### src/rtl/shift_register_array_multimode_pkg.sv
// Shared definitions for the multi-mode shift register array: mode encodings
// and a width helper for the saturating fill counter.
package shift_register_array_multimode_pkg;

  // Lane operating modes, sampled on every rising edge
  localparam logic [1:0] MODE_HOLD = 2'b00;
  localparam logic [1:0] MODE_SHL  = 2'b01;
  localparam logic [1:0] MODE_SHR  = 2'b10;
  localparam logic [1:0] MODE_LOAD = 2'b11;

  // Bits needed to count 0..depth inclusive
  function automatic int fill_width(input int depth);
    return $clog2(depth + 1);
  endfunction

endpackage

### src/rtl/shift_register_array_multimode_lane.sv
// One lane of the array: a DEPTH-bit register with hold, shift left,
// shift right and parallel load. The enable is the global enable already
// masked with this lane's lane_enable bit.
module shift_register_lane
  import shift_register_array_multimode_pkg::*;
#(
  parameter int DEPTH = 8
) (
  input  logic             clk,
  input  logic             reset,
  input  logic             en,
  input  logic             clear,
  input  logic [1:0]       mode,
  input  logic             in,
  input  logic [DEPTH-1:0] load_data,
  output logic [DEPTH-1:0] out
);

  logic [DEPTH-1:0] lane_q;
  logic [DEPTH-1:0] lane_d;

  // Next-state: clear beats everything, then the enabled mode, else hold
  always_comb begin
    lane_d = lane_q;
    if (clear) begin
      lane_d = '0;
    end else if (en) begin
      case (mode)
        MODE_SHL:  lane_d = {lane_q[DEPTH-2:0], in};
        MODE_SHR:  lane_d = {in, lane_q[DEPTH-1:1]};
        MODE_LOAD: lane_d = load_data;
        default:   lane_d = lane_q;
      endcase
    end
  end

  // Lane register with asynchronous clear on reset
  always_ff @(posedge clk or posedge reset) begin
    if (reset) begin
      lane_q <= '0;
    end else begin
      lane_q <= lane_d;
    end
  end

  assign out = lane_q;

endmodule

### src/rtl/shift_register_array_multimode.sv
// Multi-lane shift register array. BIT_WIDTH independent lanes of DEPTH
// bits each, with per-lane enable masking and one shared saturating fill
// counter that follows global activity rather than any single lane.
module shift_register_array_multimode
  import shift_register_array_multimode_pkg::*;
#(
  parameter  int BIT_WIDTH = 8,
  parameter  int DEPTH     = 8,
  localparam int CW        = fill_width(DEPTH)
) (
  input  logic                       clk,
  input  logic                       reset,
  input  logic                       enable,
  input  logic [BIT_WIDTH-1:0]       lane_enable,
  input  logic                       clear,
  input  logic [1:0]                 mode,
  input  logic [BIT_WIDTH-1:0]       in,
  input  logic [BIT_WIDTH*DEPTH-1:0] load_data,
  output logic [BIT_WIDTH*DEPTH-1:0] out,
  output logic [BIT_WIDTH-1:0]       msb_out,
  output logic [BIT_WIDTH-1:0]       lsb_out,
  output logic [CW-1:0]              fill_count,
  output logic                       full
);

  localparam logic [CW-1:0] DEPTH_C = CW'(DEPTH);

  logic [CW-1:0] fill_q;
  logic [CW-1:0] fill_d;

  for (genvar i = 0; i < BIT_WIDTH; i++) begin : g_lane
    logic [DEPTH-1:0] lane_out;

    shift_register_lane #(
      .DEPTH(DEPTH)
    ) u_lane (
      .clk      (clk),
      .reset    (reset),
      .en       (enable & lane_enable[i]),
      .clear    (clear),
      .mode     (mode),
      .in       (in[i]),
      .load_data(load_data[i*DEPTH +: DEPTH]),
      .out      (lane_out)
    );

    assign out[i*DEPTH +: DEPTH] = lane_out;
    assign msb_out[i]            = lane_out[DEPTH-1];
    assign lsb_out[i]            = lane_out[0];
  end

  // Fill counter next-state: ignores lane_enable, saturates at DEPTH
  always_comb begin
    fill_d = fill_q;
    if (clear) begin
      fill_d = '0;
    end else if (enable) begin
      case (mode)
        MODE_SHL, MODE_SHR: begin
          if (fill_q != DEPTH_C) begin
            fill_d = fill_q + CW'(1);
          end
        end
        MODE_LOAD: fill_d = DEPTH_C;
        default:   fill_d = fill_q;
      endcase
    end
  end

  // Fill counter register
  always_ff @(posedge clk or posedge reset) begin
    if (reset) begin
      fill_q <= '0;
    end else begin
      fill_q <= fill_d;
    end
  end

  assign fill_count = fill_q;
  assign full       = (fill_q == DEPTH_C);

endmodule

### config.mk
export PLATFORM = sky130hd
export DESIGN_NAME = shift_register_array_multimode
export DESIGN_NICKNAME = d
export VERILOG_FILES = /design/src/rtl/shift_register_array_multimode_pkg.sv /design/src/rtl/shift_register_array_multimode_lane.sv /design/src/rtl/shift_register_array_multimode.sv
export SDC_FILE = /design/constraint.sdc
export NUM_CORES = 1
export LEC_CHECK = 0
export BUFFER_PORTS_ARGS = -buffer_cell sky130_fd_sc_hd__buf_2
export CORE_MARGIN = 4
export CORE_UTILIZATION = 52
export CTS_CLUSTER_DIAMETER = 60
export DETAILED_ROUTE_END_ITERATION = 7
export PLACE_DENSITY_LB_ADDON = 0.3
export SYNTH_ARGS = -nofsm -noshare
export SYNTH_HDL_FRONTEND = slang
export SYNTH_SLANG_ARGS = --single-unit
### constraint.sdc
create_clock -name clk -period 4.2 [get_ports clk]
set_input_delay 0 -clock clk [delete_from_list [all_inputs] [get_ports clk]]
set_output_delay 0 -clock clk [all_outputs]
set_load 0.01 [all_outputs]
==> results.json, run 1 <==
{
  "outcome": "finished clean",
  "p_comb_share_pct": 22.0,
  "seqPwrFrac_pct": 47.5,
  "p_sw_w": 0.000471,
  "yosys-mux-area-fraction_pct": 0,
  "dieWidth_microns": 96.6,
  "gp_congestion": 0.854,
  "holdCritStartpoint": "load_data[63]",
  "cp-startpoint": "mode[1]",
  "power_density_mw_per_mm2": 317,
  "grt_max_degree": 69,
  "synth_edf_count": 0,
  "sw_frac_of_total_pct": 30.4,
  "antenna_found_initial": 0,
  "avgViaCountPerCell": 6.00,
  "remaining_drc_errors": 0,
  "required_ns": 4.44,
  "fin_crit_sh_pct": 51.0,
  "yosys.area_share.xor_xnor_pct": 0,
  "cts_buffer_depth": 2,
  "syn-cell-area_sq_mm": 0.00408,
  "die_h_microns": 96.6,
  "cts.sinks": 68,
  "gr-total-overflow": 0,
  "routed_wl_microns": 11400,
  "drt_pass1_iterations": 5,
  "multi_input_area_sq_mm": 0.00194,
  "cts_hold_buf": 6,
  "startpoint_type": "input pin",
  "syn2layout_area_growth_pct": 19.9,
  "clk_pin_slew_ns": 0.07,
  "finalSetupViolCount": 0,
  "n_fill_cell": 653,
  "synthAdderAreaFrac_pct": 1.84,
  "ys_types": 29,
  "synth_most_common_cell": "dfrtp_1",
  "rsz0062_at_grt": "false",
  "synth_compound_area_share_pct": 35.9,
  "ios": 171,
  "p_int_w": 0.00108,
  "yosysWarnings": 0,
  "criticalPathCategory": "input pin to register",
  "cp.arrival_ns": 2.38,
  "drv_slew": 0,
  "synth_top_family_by_area": "compound AO/OA/AOI/OAI gates",
  "worst_pin_slew_ns": 0.863,
  "cts_buffers": 9,
  "power_w": 0.00155,
  "finClkSkew_ns": 0.00808,
  "maxCapViolCount": 0,
  "hp-class": "input pin to register",
  "tns_ns": 0,
  "cts-root-buf": "clkbuf_8",
  "yosysSeqAreaShare_pct": 41.7,
  "finalHoldViolCount": 0,
  "die_area_sq_mm": 0.00934,
  "critPathMaxFanout": 45,
  "whs_ns": 0.0364,
  "grt_pass1_wl_microns": 18300,
  "cts_tree": "yes",
  "diodes": 0,
  "synth_simple_gate_area_share_pct": 9.56,
  "synth.top_cells.by_count": "dfrtp_1, nor2_1, a21oi_1, a211oi_1, a22o_1",
  "grt_pass1_vias": 3758,
  "synthTopCellsByArea": "dfrtp_1, a22o_1, a211oi_1",
  "start_util_pct": 53.1,
  "fin_crit_ns": 2.14,
  "power.share.clock_pct": 30.5,
  "grt_use_total_pct": 23.5,
  "relSlewSlack_pct": 42.5,
  "layout-drive-gt1-share_pct": 34.3,
  "synth_top_area_share_pct": 41.7,
  "utilization_pct": 63.7,
  "max-vdd-ir-drop_v": 0.000150,
  "ctsResizeCount": 0,
  "cts_setup_buffers": 0,
  "power.leakage_nw": 2.40,
  "drt_iter0_markers": 240,
  "core-area_sq_mm": 0.00769,
  "synth_largest_area_cell": "dfrtp_1",
  "synthCells": 425,
  "wl_per_cell_microns": 17.1,
  "syn_area_per_cell_sq_um": 9.61,
  "synthFlopType": "dfrtp_1",
  "vias": 3989,
  "ys_ff_latch": 68,
  "synth_fp_nets": 517,
  "finalNetCount": 651,
  "end_kind": "register",
  "rows": 32,
  "clk_latency_ns": 0.34,
  "h-tree-depth": 3,
  "rr_startpoint": "fill_count[0]$_DFFE_PP0P_",
  "max_freq_mhz": 467,
  "ant_nets": 0,
  "seqCellArea_sq_mm": 0.00170,
  "port_buffers": 170,
  "dpl.hpwl_microns": 7730,
  "synthArstFlopShare_pct": 100
}
==> metal layers <==
metal  share of wire, %  vias to the layer above  track usage (%)
met2                 48                      205             37.9
met3                7.5                       21             4.83
li1                   -                     1881                -
met5                  0                        -                0
met1                 42                     1882             31.4
met4                1.9                        0             8.42
==> stage by stage <==
step | worst slack (ns) | std cells | area [sq um]
2_1_floorplan | 2.49 | 425 | 4080
3_3_place_gp | 1.92 | 644 | 4670
3_5_place_dp | 1.80 | 644 | 4670
4_1_cts | 2.11 | 665 | 4900
5_1_grt | 1.88 | 665 | 4900
6_report | 2.06 | 665 | 4900
==> placed cells by master (no fill, tap or decap), drive strengths merged, types with 2 or more instances in the layout <==
cell type      n
ha             6
a211oi        56
clkbuf        13
a21oi         59
a22o          56
nand4          3
clkinv         2
nor2          67
nor2b          2
dlygate4sd3    6
buf          174
dfrtp         68
o311a          8
o31ai          3
a311oi         9
a22oi          8
inv            6
nand2          8
==> critical path, stage by stage <==
cell	delay, ns
buf_2	0.12
ha_2	0.76
buf_4	0.53
o311a_1	0.58
nor2_1	0.11
a211oi_1	0.25
==> state kept, by name, indices dropped and copies added, names as in the netlist <==
| register | cells |
|---|---|
| g_lane.u_lane.out | 64 |
| fill_count | 4 |
==> worst paths after layout <==
check	end	slack (ns)	depth (start not counted)
worst max-delay path	g_lane[3].u_lane.out[5]$_DFFE_PP0P_	2.06	6
worst min-delay path	g_lane[7].u_lane.out[7]$_DFFE_PP0P_	0.04	3
worst max register to register	fill_count[3]$_DFFE_PP0P_	2.51	5
worst min register to register	g_lane[7].u_lane.out[1]$_DFFE_PP0P_	0.59	2
max in group asynchronous	fill_count[2]$_DFFE_PP0P_	3.00	4
min in group asynchronous	g_lane[5].u_lane.out[2]$_DFFE_PP0P_	0.22	3
==> power by group through the flow <==
stage	sequential [W]	clock [W]	combinational (W)
5_1_grt	0.000743	0.000509	0.000379
3_3_place_gp	0.000747	0	0.000328
4_1_cts	0.000736	0.000477	0.000342
2_1_floorplan	0.000757	0	0.000222
3_5_place_dp	0.000748	0	0.000336
6_report	0.000737	0.000473	0.000341
==> layout make-up <==
cell class / instances / area share, %
multi-input combinational: 294 / 39.5
sequential: 68 / 34.7
timing repair buffer: 180 / 19.2
clock buffer: 13 / 3.24
tap: 102 / 2.61
inverter: 6 / 0.460
clock inverter: 2 / 0.204
==> kinds of logic (layout without fill, tap and decap cells) <==
group,count (synthesis),count (layout)
simple gates,87,87
fa+ha+maj,6,6
buf+inv,63,201
compound gates,201,201
flops,68,68
No activity file was read; power rests on OpenSTA's default activity.
==> run 2, diff against run 1 <==
- CORE_UTILIZATION: 52 -> 49
- clock period: 4.2 -> 1.97 ns (I/O delays scaled with it)
==> run 2 against run 1 <==
Net effect: clock-buffer cell count did not move; global-route usage fell by 0.29 points; routed wire length rose by 1.5%; sequential cell count did not move; power rose by 140%; sequential share of layout area fell by 1.1 points; via count fell by 0.13%; combinational power rose by 120%; design area rose by 3.4%; die area rose by 5.6%; critical endpoint is now fill_count[3]$_DFFE_PP0P_; largest cell class unchanged.
==> results.json, run 2 (synthesized netlist as in run 1, its figures left out) <==
{
  "path_buf_inv": 1,
  "start_util_pct": 50.0,
  "wl_per_cell_microns": 17.1,
  "p_int_w": 0.00262,
  "tns_ns": 0,
  "layout-drive-gt1-share_pct": 35.3,
  "rows": 33,
  "antenna_found_initial": 0,
  "startpoint_type": "register",
  "cp.arrival_ns": 1.92,
  "finalNetCount": 657,
  "gp_congestion": 0.906,
  "cts_tree": "yes",
  "clk_pin_slew_ns": 0.08,
  "power.share.clock_pct": 36.7,
  "finalSetupViolCount": 0,
  "ant_nets": 0,
  "worst_path_largest_cell_delay_ns": 0.51,
  "cpMaxStageDelayCell": "nor4bb_1",
  "cts_setup_buffers": 0,
  "max_freq_mhz": 598,
  "clk_latency_ns": 0.34,
  "die_area_sq_mm": 0.00986,
  "critPathMaxFanout": 7,
  "cp_top_family": "simple AND/OR/NAND/NOR gates",
  "diodes": 0,
  "r2r_slack_ns": 0.30,
  "drv_slew": 0,
  "remaining_drc_errors": 0,
  "drt_pass1_iterations": 4,
  "vias": 3984,
  "rsz0062_at_grt": "false",
  "die_h_microns": 99.3,
  "ios": 171,
  "grt_pass1_vias": 3767,
  "hp-class": "input pin to register",
  "cts.sinks": 68,
  "max-vdd-ir-drop_v": 0.000377,
  "power.leakage_nw": 2.47,
  "end_kind": "register",
  "criticalPathCategory": "register to register",
  "relSlewSlack_pct": 54.4,
  "final_common_cell": "buf_2",
  "cts_buffers": 9,
  "cts_buffer_depth": 2,
  "syn2layout_area_growth_pct": 24.0,
  "required_ns": 2.22,
  "worstPathCellList": "inv_1 -> ha_1 -> nor4bb_1 -> nor4_1 -> a311oi_1",
  "dieWidth_microns": 99.3,
  "h-tree-depth": 3,
  "grt_pass1_wl_microns": 18600,
  "finalHoldViolCount": 0,
  "sw_frac_of_total_pct": 28.4,
  "gr-total-overflow": 0,
  "fin_crit_sh_pct": 84.8,
  "p_comb_share_pct": 20.5,
  "grt_use_total_pct": 23.2,
  "avgViaCountPerCell": 5.90,
  "largest_reg_flops": 64,
  "drt_iter0_markers": 198,
  "maxCapViolCount": 0,
  "mostFrequentLayoutCells": "buf_2, dfrtp_1, nor2_1",
  "n_fill_cell": 721,
  "port_buffers": 170,
  "power_density_mw_per_mm2": 724,
  "power_w": 0.00366,
  "outcome": "finished clean",
  "finClkSkew_ns": 0.00926,
  "cts-root-buf": "clkbuf_8",
  "core-area_sq_mm": 0.00818,
  "grt_max_degree": 43,
  "routed_wl_microns": 11500,
  "dpl.hpwl_microns": 8100,
  "fin_crit_ns": 1.67,
  "worst_pin_slew_ns": 0.683,
  "p_sw_w": 0.00104,
  "seqPwrFrac_pct": 42.8
}
[run 2: power by group through the flow]
stage | Combinational, W | Clock, W | Sequential [W]
6_report | 0.000751 | 0.00134 | 0.00157
3_5_place_dp | 0.000744 | 0 | 0.00159
5_1_grt | 0.000833 | 0.00143 | 0.00158
3_3_place_gp | 0.000732 | 0 | 0.00159
2_1_floorplan | 0.000473 | 0 | 0.00161
4_1_cts | 0.000755 | 0.00137 | 0.00157
[run 2: metrics by stage]
stage / std cells / instance area [sq um] / setup slack [ns] / hold WS (ns) / utilization, %
6_report: 675 / 5060 / 0.299 / 0.00876 / 61.9
5_1_grt: 675 / 5060 / 0.202 / 0.0252 / 61.9
4_1_cts: 675 / 5060 / 0.330 / 0.00322 / 61.9
3_5_place_dp: 653 / 4770 / 0.327 / 0.0490 / 58.3
3_3_place_gp: 653 / 4770 / 0.441 / 0.0431 / 58.3
2_1_floorplan: 425 / 4080 / 0.258 / 0.157 / -
[run 2: final timing paths]
path / end / startpoint / cells past startpoint
max reg2reg: fill_count[3]$_DFFE_PP0P_ / fill_count[0]$_DFFE_PP0P_ / 5
min in group asynchronous: g_lane[3].u_lane.out[0]$_DFFE_PP0P_ / reset / 3
max: fill_count[3]$_DFFE_PP0P_ / fill_count[0]$_DFFE_PP0P_ / 5
min: g_lane[4].u_lane.out[0]$_DFFE_PP0P_ / in[4] / 3
min reg2reg: fill_count[3]$_DFFE_PP0P_ / fill_count[3]$_DFFE_PP0P_ / 1
max in group asynchronous: g_lane[0].u_lane.out[4]$_DFFE_PP0P_ / reset / 4
[run 2: final cells by class]
class | instances | area [sq um] | share of cell area (%)
flip-flops and latches | 68 | 1700 | 33.6
inverters | 6 | 22.5 | 0.445
repair buffers | 186 | 1040 | 20.5
clock inverters | 3 | 67.6 | 1.33
clock buffers | 13 | 169 | 3.34
well taps | 105 | 131 | 2.59
multi-input cells | 294 | 1940 | 38.2
[run 2: repair_timing]
action | CTS | global route
hold buffers | 6 | 0
hold endpoints to repair | 24 | 0
gates resized for setup | 0 | 0
[run 2: routing by layer]
layer	GRT usage [%]	vias up	share of wire (%)
met5	0	-	0
li1	-	1888	-
met3	5.75	10	7.8
met4	6.41	0	1.2
met1	32.4	1921	45
met2	36.1	165	46
[run 2: tightest hold or removal path, stage by stage]
cell and delay (ns):
buf_2 0.10, a21oi_1 0.13, a211oi_1 0.08
